`config.mk`:
```
export PLATFORM = sky130hd
export DESIGN_NAME = fu_iss_buf
export DESIGN_NICKNAME = d
export VERILOG_FILES = /design/src/rtl/fu_iss_buf.sv
export SDC_FILE = /design/constraint.sdc
export NUM_CORES = 1
export LEC_CHECK = 0
export ABC_AREA = 1
export CAP_MARGIN = 30
export CORE_ASPECT_RATIO = 1.1
export CORE_UTILIZATION = 45
export CTS_BUF_LIST = sky130_fd_sc_hd__clkbuf_8
export DETAILED_ROUTE_END_ITERATION = 12
export PLACE_DENSITY_LB_ADDON = 0.12
export SLEW_MARGIN = 15
export SYNTH_ARGS = -nofsm -noshare
export SYNTH_HDL_FRONTEND = slang
export SYNTH_SLANG_ARGS = --single-unit
```
`constraint.sdc`:
```
create_clock -name clk -period 4.7 [get_ports clk]
set_input_delay 1.175 -clock clk [delete_from_list [all_inputs] [get_ports clk]]
set_output_delay 1.175 -clock clk [all_outputs]
set_load 0.005 [all_outputs]
```
`src/rtl/fu_iss_buf.sv`:
```
// fu_iss_buf: issue buffer between reservation-station select and the execute stage.
//
// Takes at most one ready instruction per cycle from the RS into an age-ordered circular
// buffer. Each cycle it issues the oldest valid entry through a registered one-cycle pulse
// (fu_iss_vld_o). Issue is held while stall_i is high. On branch resolution, matching entries
// are squashed (recovery) or have their mask bit cleared (prediction correct).
//
// Ports:
//   clk, rst                   clock, asynchronous active-low reset
//   rs_*_i                     incoming instruction from the RS (valid, IR, FU select, dest tag,
//                              ROB index with wrap bit, branch mask, next PC)
//   buf_rdy_o                  buffer can accept an instruction this cycle
//   stall_i                    execute-stage writeback stall, sampled at the edge
//   rob_br_recovery_i          mispredict recovery: squash entries that depend on tag_fix
//   rob_br_pred_correct_i      branch resolved correct: clear tag_fix from all masks
//   rob_br_tag_fix_i           one-hot tag of the resolving branch
//   fu_iss_vld_o, fu_*_o       registered issue pulse and issued instruction fields
//   count_o                    occupied slots, holes included
//
// Optional feature: FU_ISS_BUF_BYPASS_EN. When defined, an instruction that arrives at an
// empty buffer (no valid entries) with no stall goes straight into the output register.

`ifndef FU_SEL_W
`define FU_SEL_W 3
`endif
`ifndef PRF_IDX_W
`define PRF_IDX_W 6
`endif
`ifndef ROB_IDX_W
`define ROB_IDX_W 5
`endif
`ifndef BR_MASK_W
`define BR_MASK_W 4
`endif

module fu_iss_buf #(
  parameter int unsigned DEPTH = 4,
  parameter int unsigned IDX_W = $clog2(DEPTH)
) (
  input  logic                   clk,
  input  logic                   rst,
  input  logic                   rs_vld_i,
  input  logic [31:0]            rs_IR_i,
  input  logic [`FU_SEL_W-1:0]   rs_sel_i,
  input  logic [`PRF_IDX_W-1:0]  rs_dest_tag_i,
  input  logic [`ROB_IDX_W:0]    rs_rob_idx_i,
  input  logic [`BR_MASK_W-1:0]  rs_br_mask_i,
  input  logic [63:0]            rs_npc_i,
  output logic                   buf_rdy_o,
  input  logic                   stall_i,
  input  logic                   rob_br_recovery_i,
  input  logic                   rob_br_pred_correct_i,
  input  logic [`BR_MASK_W-1:0]  rob_br_tag_fix_i,
  output logic                   fu_iss_vld_o,
  output logic [`FU_SEL_W-1:0]   fu_sel_o,
  output logic [31:0]            fu_IR_o,
  output logic [`PRF_IDX_W-1:0]  fu_dest_tag_o,
  output logic [`ROB_IDX_W:0]    fu_rob_idx_o,
  output logic [`BR_MASK_W-1:0]  fu_br_mask_o,
  output logic [63:0]            fu_npc_o,
  output logic [IDX_W:0]         count_o
);

  // Entry storage
  logic [31:0]           ir_q   [DEPTH];
  logic [`FU_SEL_W-1:0]  sel_q  [DEPTH];
  logic [`PRF_IDX_W-1:0] tag_q  [DEPTH];
  logic [`ROB_IDX_W:0]   rob_q  [DEPTH];
  logic [63:0]           npc_q  [DEPTH];
  logic [`BR_MASK_W-1:0] mask_q [DEPTH];
  logic [`BR_MASK_W-1:0] mask_d [DEPTH];
  logic [DEPTH-1:0]      vld_q, vld_d;

  logic [IDX_W:0]        head_q, head_d, tail_q, tail_d;
  logic [IDX_W:0]        count;
  logic [IDX_W-1:0]      head_idx, tail_idx, sel_idx, scan_idx;
  logic                  found, sel_kill, in_kill, enq_acc, do_issue, do_bypass, do_write;
  logic                  head_pop;
  logic [`BR_MASK_W-1:0] clr_mask, in_mask;

  // Output register
  logic                  out_vld_q, out_vld_d;
  logic [`FU_SEL_W-1:0]  out_sel_q, out_sel_d;
  logic [31:0]           out_ir_q, out_ir_d;
  logic [`PRF_IDX_W-1:0] out_tag_q, out_tag_d;
  logic [`ROB_IDX_W:0]   out_rob_q, out_rob_d;
  logic [`BR_MASK_W-1:0] out_mask_q, out_mask_d;
  logic [63:0]           out_npc_q, out_npc_d;

  assign count     = tail_q - head_q;
  assign count_o   = count;
  assign buf_rdy_o = (count != (IDX_W + 1)'(DEPTH));
  assign head_idx  = head_q[IDX_W-1:0];
  assign tail_idx  = tail_q[IDX_W-1:0];

  assign clr_mask = rob_br_pred_correct_i ? rob_br_tag_fix_i : '0;
  assign in_mask  = rs_br_mask_i & ~clr_mask;
  assign in_kill  = rob_br_recovery_i & (|(rs_br_mask_i & rob_br_tag_fix_i));
  assign enq_acc  = rs_vld_i & buf_rdy_o;

  // Oldest-first scan from head over the occupied range.
  always_comb begin
    found    = 1'b0;
    sel_idx  = '0;
    scan_idx = '0;
    for (int unsigned i = 0; i < DEPTH; i++) begin
      scan_idx = head_idx + IDX_W'(i);
      if (!found && ((IDX_W + 1)'(i) < count) && vld_q[scan_idx]) begin
        found   = 1'b1;
        sel_idx = scan_idx;
      end
    end
  end

  assign sel_kill = rob_br_recovery_i & (|(mask_q[sel_idx] & rob_br_tag_fix_i));
  assign do_issue = found & ~stall_i & ~sel_kill;

`ifdef FU_ISS_BUF_BYPASS_EN
  assign do_bypass = enq_acc & ~(|vld_q) & ~stall_i & ~in_kill;
`else
  assign do_bypass = 1'b0;
`endif
  assign do_write = enq_acc & ~do_bypass;

  // Head only retires slots already vacated in the current state, one per cycle.
  assign head_pop = (head_q != tail_q) & ~vld_q[head_idx];

  always_comb begin
    head_d = head_pop ? head_q + 1'b1 : head_q;
    tail_d = do_write ? tail_q + 1'b1 : tail_q;
  end

  always_comb begin
    vld_d = vld_q;
    for (int unsigned i = 0; i < DEPTH; i++) begin
      mask_d[i] = mask_q[i] & ~clr_mask;
      if (rob_br_recovery_i && (|(mask_q[i] & rob_br_tag_fix_i))) begin
        vld_d[i] = 1'b0;
      end
    end
    if (do_issue) begin
      vld_d[sel_idx] = 1'b0;
    end
    if (do_write) begin
      vld_d[tail_idx]  = ~in_kill;
      mask_d[tail_idx] = in_mask;
    end
  end

  // Every edge reloads vld, so a pulse never lasts more than one cycle.
  always_comb begin
    out_vld_d  = 1'b0;
    out_sel_d  = out_sel_q;
    out_ir_d   = out_ir_q;
    out_tag_d  = out_tag_q;
    out_rob_d  = out_rob_q;
    out_npc_d  = out_npc_q;
    out_mask_d = out_mask_q & ~clr_mask;
    if (do_issue) begin
      out_vld_d  = 1'b1;
      out_sel_d  = sel_q[sel_idx];
      out_ir_d   = ir_q[sel_idx];
      out_tag_d  = tag_q[sel_idx];
      out_rob_d  = rob_q[sel_idx];
      out_npc_d  = npc_q[sel_idx];
      out_mask_d = mask_q[sel_idx] & ~clr_mask;
    end else if (do_bypass) begin
      out_vld_d  = 1'b1;
      out_sel_d  = rs_sel_i;
      out_ir_d   = rs_IR_i;
      out_tag_d  = rs_dest_tag_i;
      out_rob_d  = rs_rob_idx_i;
      out_npc_d  = rs_npc_i;
      out_mask_d = in_mask;
    end
  end

  always_ff @(posedge clk or negedge rst) begin
    if (!rst) begin
      head_q     <= '0;
      tail_q     <= '0;
      vld_q      <= '0;
      out_vld_q  <= 1'b0;
      out_sel_q  <= '0;
      out_ir_q   <= '0;
      out_tag_q  <= '0;
      out_rob_q  <= '0;
      out_mask_q <= '0;
      out_npc_q  <= '0;
      for (int unsigned i = 0; i < DEPTH; i++) begin
        mask_q[i] <= '0;
      end
    end else begin
      head_q     <= head_d;
      tail_q     <= tail_d;
      vld_q      <= vld_d;
      out_vld_q  <= out_vld_d;
      out_sel_q  <= out_sel_d;
      out_ir_q   <= out_ir_d;
      out_tag_q  <= out_tag_d;
      out_rob_q  <= out_rob_d;
      out_mask_q <= out_mask_d;
      out_npc_q  <= out_npc_d;
      for (int unsigned i = 0; i < DEPTH; i++) begin
        mask_q[i] <= mask_d[i];
      end
    end
  end

  // Payload is qualified by vld_q, so it needs no reset.
  always_ff @(posedge clk) begin
    if (do_write) begin
      ir_q[tail_idx]  <= rs_IR_i;
      sel_q[tail_idx] <= rs_sel_i;
      tag_q[tail_idx] <= rs_dest_tag_i;
      rob_q[tail_idx] <= rs_rob_idx_i;
      npc_q[tail_idx] <= rs_npc_i;
    end
  end

  assign fu_iss_vld_o  = out_vld_q;
  assign fu_sel_o      = out_sel_q;
  assign fu_IR_o       = out_ir_q;
  assign fu_dest_tag_o = out_tag_q;
  assign fu_rob_idx_o  = out_rob_q;
  assign fu_br_mask_o  = out_mask_q;
  assign fu_npc_o      = out_npc_q;

endmodule

```
==> results.tsv, run 1 <==
stage	metric	value	unit
synthesis	synth-main-ff-cell	edfxtp_1	
grt	antenna_found_initial	9	
synthesis	synth_cell_types	27	
timing	worstMarginPinSlew	0.624	ns
clock_tree	clk_latency	0.68	ns
layout	syn_to_final_growth	23.5	%
clock_tree	cts.repair.resized	0	
critical_path	crit_type	reg2reg	
synthesis	synth-simple-area-share	19.7	%
critical_path	reg2reg_from	head_q[0]$_DFFE_PN0P_	
place	place_area	0.0256	mm^2
place	port-buffer-count	244	
clock_tree	cts_hold_buf	0	
critical_path	cp.required	5.30	ns
critical_path	arrival	4.43	ns
floorplanning	row_count	85	
synthesis	synth_xor_area_share	0.157	%
detailed_routing	first_iter_violations	828	
critical_path	r2r_cells	20	
worst_hold_path	min_path_type	in2async	
layout	final_common_cell	nand2_1	
synthesis	ys_top_cells_by_area	edfxtp_1, dfrtp_1, nand2_1	
floorplanning	die_h	235	um
floorplanning	dieArea	0.0504	mm^2
detailed_routing	wl	55100	um
critical_path	cp_num_buf_inv	2	
layout	fin_area	0.0275	mm^2
synthesis	yosysTopAreaCell	edfxtp_1	
synthesis	ys_seq_area_share	75.8	%
layout	final_cell_mix	nand2_1, edfxtp_1, clkdlybuf4s50_1	
grt	grt_pass1_vias	14500	
run_status	status	complete, no violations	
synthesis	syn_nets	1977	
clock_tree	root_buffer	clkbuf_8	
timing	min_period	3.84	ns
timing	finalSetupViolations	0	
critical_path	rr_endpoint	fu_npc_o[7]$_DFFE_PN0N_	
floorplanning	floorplan.initialDensity	45.5	%
place	gp_congestion	0.819	
detailed_routing	vias	14400	
clock_tree	htree_levels	3	
clock_tree	cts_buffer_depth	3	
grt	grt_max_degree	85	
synthesis	synth_top_family_by_area	simple AND/OR/NAND/NOR gates	
timing	rsz0062_at_grt	false	
synthesis	ys_ff_latch	586	
clock_tree	cts_tree	yes	
detailed_routing	drtPass1Iterations	4	
critical_path	crit_path_start_kind	flip-flop	
timing	min_period_over_period	81.6	%
critical_path	cp_cell_sequence	ha_1, fa_1, nand3_1, nand2_1, nor2_1, inv_2, nand4_1, nand2_1, nand2_2, nand2_4, nand2_1, o21ai_1, nand2_1, nand3_1, nand2_1, o21ai_2, nand2_4, buf_4, nand2_1, nand2_1	
synthesis	muxShareOfSynthArea	0	%
layout	nFillCells	4160	
synthesis	ys_warn_count	0	
clock_tree	clkSinkCount	586	
detailed_routing	ant_nets	0	
place	dp_hpwl	31100	um
floorplanning	io_pins	245	
timing	slew_headroom	58.4	%
floorplanning	design.core.area	0.0489	mm^2
synthesis	syn_inst	1844	
detailed_routing	viasPerCell	5.04	
critical_path	critical-path-max-stage-delay	0.57	ns
timing	fin_skew	0.0364	ns
synthesis	synth_edf_count	444	
critical_path	slowest_stage	buf_4	
floorplanning	die_w	214	um
timing	fin_tns_setup	0	ns
synthesis	avgSynthCellArea	12.1	um^2
grt	grt_use_total	22.1	%
synthesis	synth_compound_area_share	1.11	%
grt	grt.overflow.total	0	
detailed_routing	drcViolationCount	0	
critical_path	r2r_slack	0.86	ns
clock_tree	clkTransAtPathRegs	0.07	ns
critical_path	end_kind	flip-flop	
synthesis	syn_area	0.0223	mm^2
synthesis	synth-adder-area-share	0.483	%
clock_tree	post_cts_buffers	0	
timing	max_freq	0.261	GHz
grt	grt_pass1_wl	83900	um
critical_path	crit_family	simple AND/OR/NAND/NOR gates	
layout	nets	2268	
synthesis	synth_async_sr_flop_share	24.2	%
synthesis	synth.top_cell.area_share	59.9	%
timing	hold_viol	0	
critical_path	crit_fanout	46	
clock_tree	cts-buffers-inserted	93	
timing	maxSlewViolCount	0	
run	maxCapViolCount	0	
detailed_routing	routedWlPerCell	19.2	um
layout	drive_gt1_share	8.19	%
critical_path	crit_top_cell	nand2_1	
## worst register-to-register path: cells and delay by family (launching register included)
family          cells  cell delay, ns
simple gates       14            1.89
buf+inv             2            0.65
fa+ha+maj           2            0.64
flops               1            0.48
compound gates      2            0.13
## cells in the mapped netlist (5+ instances only)
library cell / count
nand3_1: 51
ha_1: 7
inv_2: 6
nand4_1: 113
nor2_1: 13
dfrtp_1: 142
a21oi_1: 5
nand2_1: 883
edfxtp_1: 444
clkbuf_1: 38
o21ai_0: 33
buf_2: 31
inv_1: 46
buf_6: 10
## per-layer routing
metal | routed length [um] | vias to the layer above | GRT usage, %
li1 | - | 6890 | -
met1 | 24000 | 7126 | 28.4
met2 | 26700 | 329 | 36.2
met3 | 3070 | 83 | 5.50
met4 | 1240 | 8 | 8.12
met5 | 57 | - | 0
## metrics by stage
stage,cells,hold slack (ns),util [%],setup slack [ns]
3_5_place_dp,2691,0.464,52.3,0.866
2_1_floorplan,1844,0.472,-,0.247
6_report,2867,0.391,56.3,0.865
4_1_cts,2861,0.482,56.2,0.802
5_1_grt,2866,0.364,56.2,0.443
3_3_place_gp,2691,0.463,52.3,0.949
## final cells by class
| type | count | area, um^2 | share of cell area (%) |
|---|---|---|---|
| diodes | 5 | 12.5 | 0.0455 |
| clock buffers | 113 | 1560 | 5.65 |
| clock inverters | 57 | 334 | 1.21 |
| inverters | 52 | 218 | 0.791 |
| multi-input cells | 1126 | 4780 | 17.4 |
| flip-flops and latches | 586 | 16900 | 61.4 |
| well taps | 652 | 816 | 2.96 |
| repair buffers | 276 | 2920 | 10.6 |
## worst max-delay path by stage
stage,from,end,cells after the start
finish,head_q[0]$_DFFE_PN0P_,fu_npc_o[7]$_DFFE_PN0N_,20
global route,head_q[0]$_DFFE_PN0P_,fu_npc_o[4]$_DFFE_PN0N_,20
CTS,head_q[0]$_DFFE_PN0P_,buf_rdy_o,7
detailed placement,head_q[0]$_DFFE_PN0P_,fu_npc_o[7]$_DFFE_PN0N_,19
global placement,head_q[0]$_DFFE_PN0P_,fu_npc_o[17]$_DFFE_PN0N_,21
floorplan,tail_q[0]$_DFFE_PN0P_,ir_q[3][0]$_DFFE_PP_,11
## registers in the layout (all words and copies together) (netlist names), 12 cells and up
register  count
tag_q        24
npc_q       256
fu_IR_o      32
ir_q        128
mask_q       16
fu_npc_o     64
sel_q        12
rob_q        24
## cells by family (layout without fill, tap and decap cells)
logic type	after synthesis	in the layout
buffers and inverters	132	498
AO/OA/AOI/OAI	46	46
adder cells (fa/ha/maj)	8	8
XOR/XNOR	4	4
AND/OR/NAND/NOR	1068	1068
other	0	5
flip-flops	586	586
Power of run 1 is not shown: default switching activity piles up to over one toggle a cycle in this logic, so the estimate is an artifact.
==> run 2: changes to the inputs <==
==> constraint.sdc (replaced) <==
create_clock -name clk -period 3.2 [get_ports clk]
set_input_delay 0.8 -clock clk [delete_from_list [all_inputs] [get_ports clk]]
set_output_delay 0.8 -clock clk [all_outputs]
set_load 0.005 [all_outputs]
==> results.tsv, run 2 (synthesized netlist as in run 1, its figures left out) <==
stage	metric	value	unit
critical_path	r2r_cells	20	
grt	antenna_found_initial	6	
run_status	status	complete, but fails checks	
clock_tree	clkSinkCount	586	
clock_tree	htree_levels	3	
timing	setup_ws	-0.111	ns
worst_hold_path	min_path_type	in2async	
critical_path	crit_type	reg2reg	
timing	fin_skew	0.0369	ns
layout	nets	2367	
layout	largest_register_ffs	256	
layout	registers.top_by_ff_count	npc_q	
grt	use_met3	4.70	%
clock_tree	cts_hold_buf	0	
detailed_routing	viasPerCell	5.11	
clock_tree	cts_buffer_depth	3	
grt	met2_usage	38.7	%
layout	instances_no_fill	2966	
timing	rsz0062_at_grt	true	
critical_path	crit_fanout	7	
timing	min_period_over_period	103	%
place	place_inst	2749	
detailed_routing	routedWlPerCell	20.2	um
timing	maxSlewViolCount	0	
detailed_routing	vias	15200	
timing	min_period	3.31	ns
grt	grtUsageMet1	29.6	%
detailed_routing	drcViolationCount	0	
critical_path	end_kind	flip-flop	
run_status	failed_checks	setup timing	
timing	finalSetupViolations	108	
layout	nFillCells	3938	
grt	grt_busiest_layer	met2	
floorplanning	io_pins	245	
detailed_routing	drtPass1Iterations	5	
grt	grt.overflow.total	0	
run	maxCapViolCount	0	
floorplanning	design.core.area	0.0489	mm^2
grt	grt_pass1_vias	15000	
clock_tree	cts_tree	yes	
floorplanning	row_count	85	
critical_path	arrival	3.86	ns
layout	final_common_cell	nand2_1	
critical_path	reg2reg_from	head_q[0]$_DFFE_PN0P_	
layout	final_cell_mix	nand2_1, edfxtp_1, clkdlybuf4s50_1	
grt	grt_pass1_wl	87800	um
grt	grt_use_total	23.2	%
timing	max_freq	0.302	GHz
layout	syn_to_final_growth	32.3	%
place	dp_hpwl	33100	um
critical_path	rr_endpoint	fu_npc_o[7]$_DFFE_PN0N_	
timing	fin_tns_setup	-7.33	ns
timing	hold_viol	0	
layout	final_util	60.2	%
floorplanning	dieArea	0.0504	mm^2
layout	multi_input_area	0.00526	mm^2
place	gp_congestion	0.890	
place	port-buffer-count	244	
floorplanning	die_w	214	um
clock_tree	clk_latency	0.69	ns
layout	ff_latch_area	0.0169	mm^2
critical_path	crit_path_start_kind	flip-flop	
clock_tree	root_buffer	clkbuf_8	
detailed_routing	first_iter_violations	961	
grt	grt_max_degree	65	
clock_tree	cts-buffers-inserted	93	
detailed_routing	wl	60000	um
clock_tree	clkTransAtPathRegs	0.06	ns
layout	drive_gt1_share	17.4	%
timing	slew_headroom	48.4	%
critical_path	cp.required	3.75	ns
floorplanning	floorplan.initialDensity	45.5	%
timing	worstMarginPinSlew	0.773	ns
floorplanning	die_h	235	um
critical_path	r2r_slack	-0.11	ns
detailed_routing	ant_nets	0	
-- run 2: changes by cell type in the layout (fill, tap and decap cells not counted), sizes merged --
cell	delta
buf	+88
inv	-10
clkinv	+8
clkbuf	+6
bufinv	+4
clkinvlp	+4
clkdlybuf4s50	-3
diode	-2
dlygate4sd2	+2
clkdlybuf4s15	+1
nand2	+1
-- run 2: cell type report --
type / instances / share of cell area, %
Multi-Input combinational cell: 1127 / 17.9
Clock buffer: 109 / 5.09
Antenna cell: 3 / 0.0255
Sequential cell: 586 / 57.3
Tap cell: 652 / 2.77
Inverter: 52 / 0.824
Clock inverter: 63 / 1.64
Timing Repair Buffer: 374 / 14.5
-- run 2: worst max path at each step --
stage	startpoint	end	cells after the start
after floorplan	tail_q[0]$_DFFE_PN0P_	ir_q[2][0]$_DFFE_PP_	11
after global placement	head_q[0]$_DFFE_PN0P_	fu_npc_o[20]$_DFFE_PN0N_	20
after detailed placement	head_q[0]$_DFFE_PN0P_	fu_IR_o[20]$_DFFE_PN0N_	20
after CTS	head_q[0]$_DFFE_PN0P_	fu_rob_idx_o[2]$_DFFE_PN0N_	21
after global routing	head_q[0]$_DFFE_PN0P_	fu_npc_o[51]$_DFFE_PN0N_	20
final	head_q[0]$_DFFE_PN0P_	fu_npc_o[7]$_DFFE_PN0N_	20
-- run 2: what timing repair did --
action | in CTS | in global routing
pin swaps | 4 | 53
buffers inserted | 14 | 11
gates resized for setup | 38 | 141
endpoints found under the setup margin | 114 | 121
hold endpoints to repair | 0 | 0
cloned | 9 | 12
-- run 2: critical path: stages (launching register included) --
cell and delay [ns]:
dfrtp_1 0.41, ha_4 0.17, fa_2 0.57, buf_6 0.12, nand3_2 0.06, nand2_2 0.08, nand4_1 0.20, nand2_2 0.17
nand2_4 0.11, nand2_4 0.11, nand2_2 0.05, o21ai_1 0.08, nand2_1 0.10, nand3_2 0.07, nand2_2 0.07, o21ai_4 0.22
nand2_8 0.13, buf_12 0.18, clkbuf_16 0.19, nand2_1 0.07, nand2_1 0.05
-- run 2: layer usage --
metal / share of wire [%] / wire length (um)
met2: 49 / 29700
met3: 5.5 / 3290
met4: 2.4 / 1460
met5: 0.058 / 35
met1: 43 / 25600
-- run 2: through the flow --
stage / worst slack, ns / area [um^2] / hold WS, ns
detailed placement: -0.138 / 26200 / 0.465
CTS: -0.0598 / 28700 / 0.136
global route: -0.305 / 29500 / 0.192
global placement: -0.0761 / 26200 / 0.461
floorplan: -0.477 / 22400 / 0.472
finish: -0.111 / 29500 / 0.167
Power of run 2 is left out for the same reason.
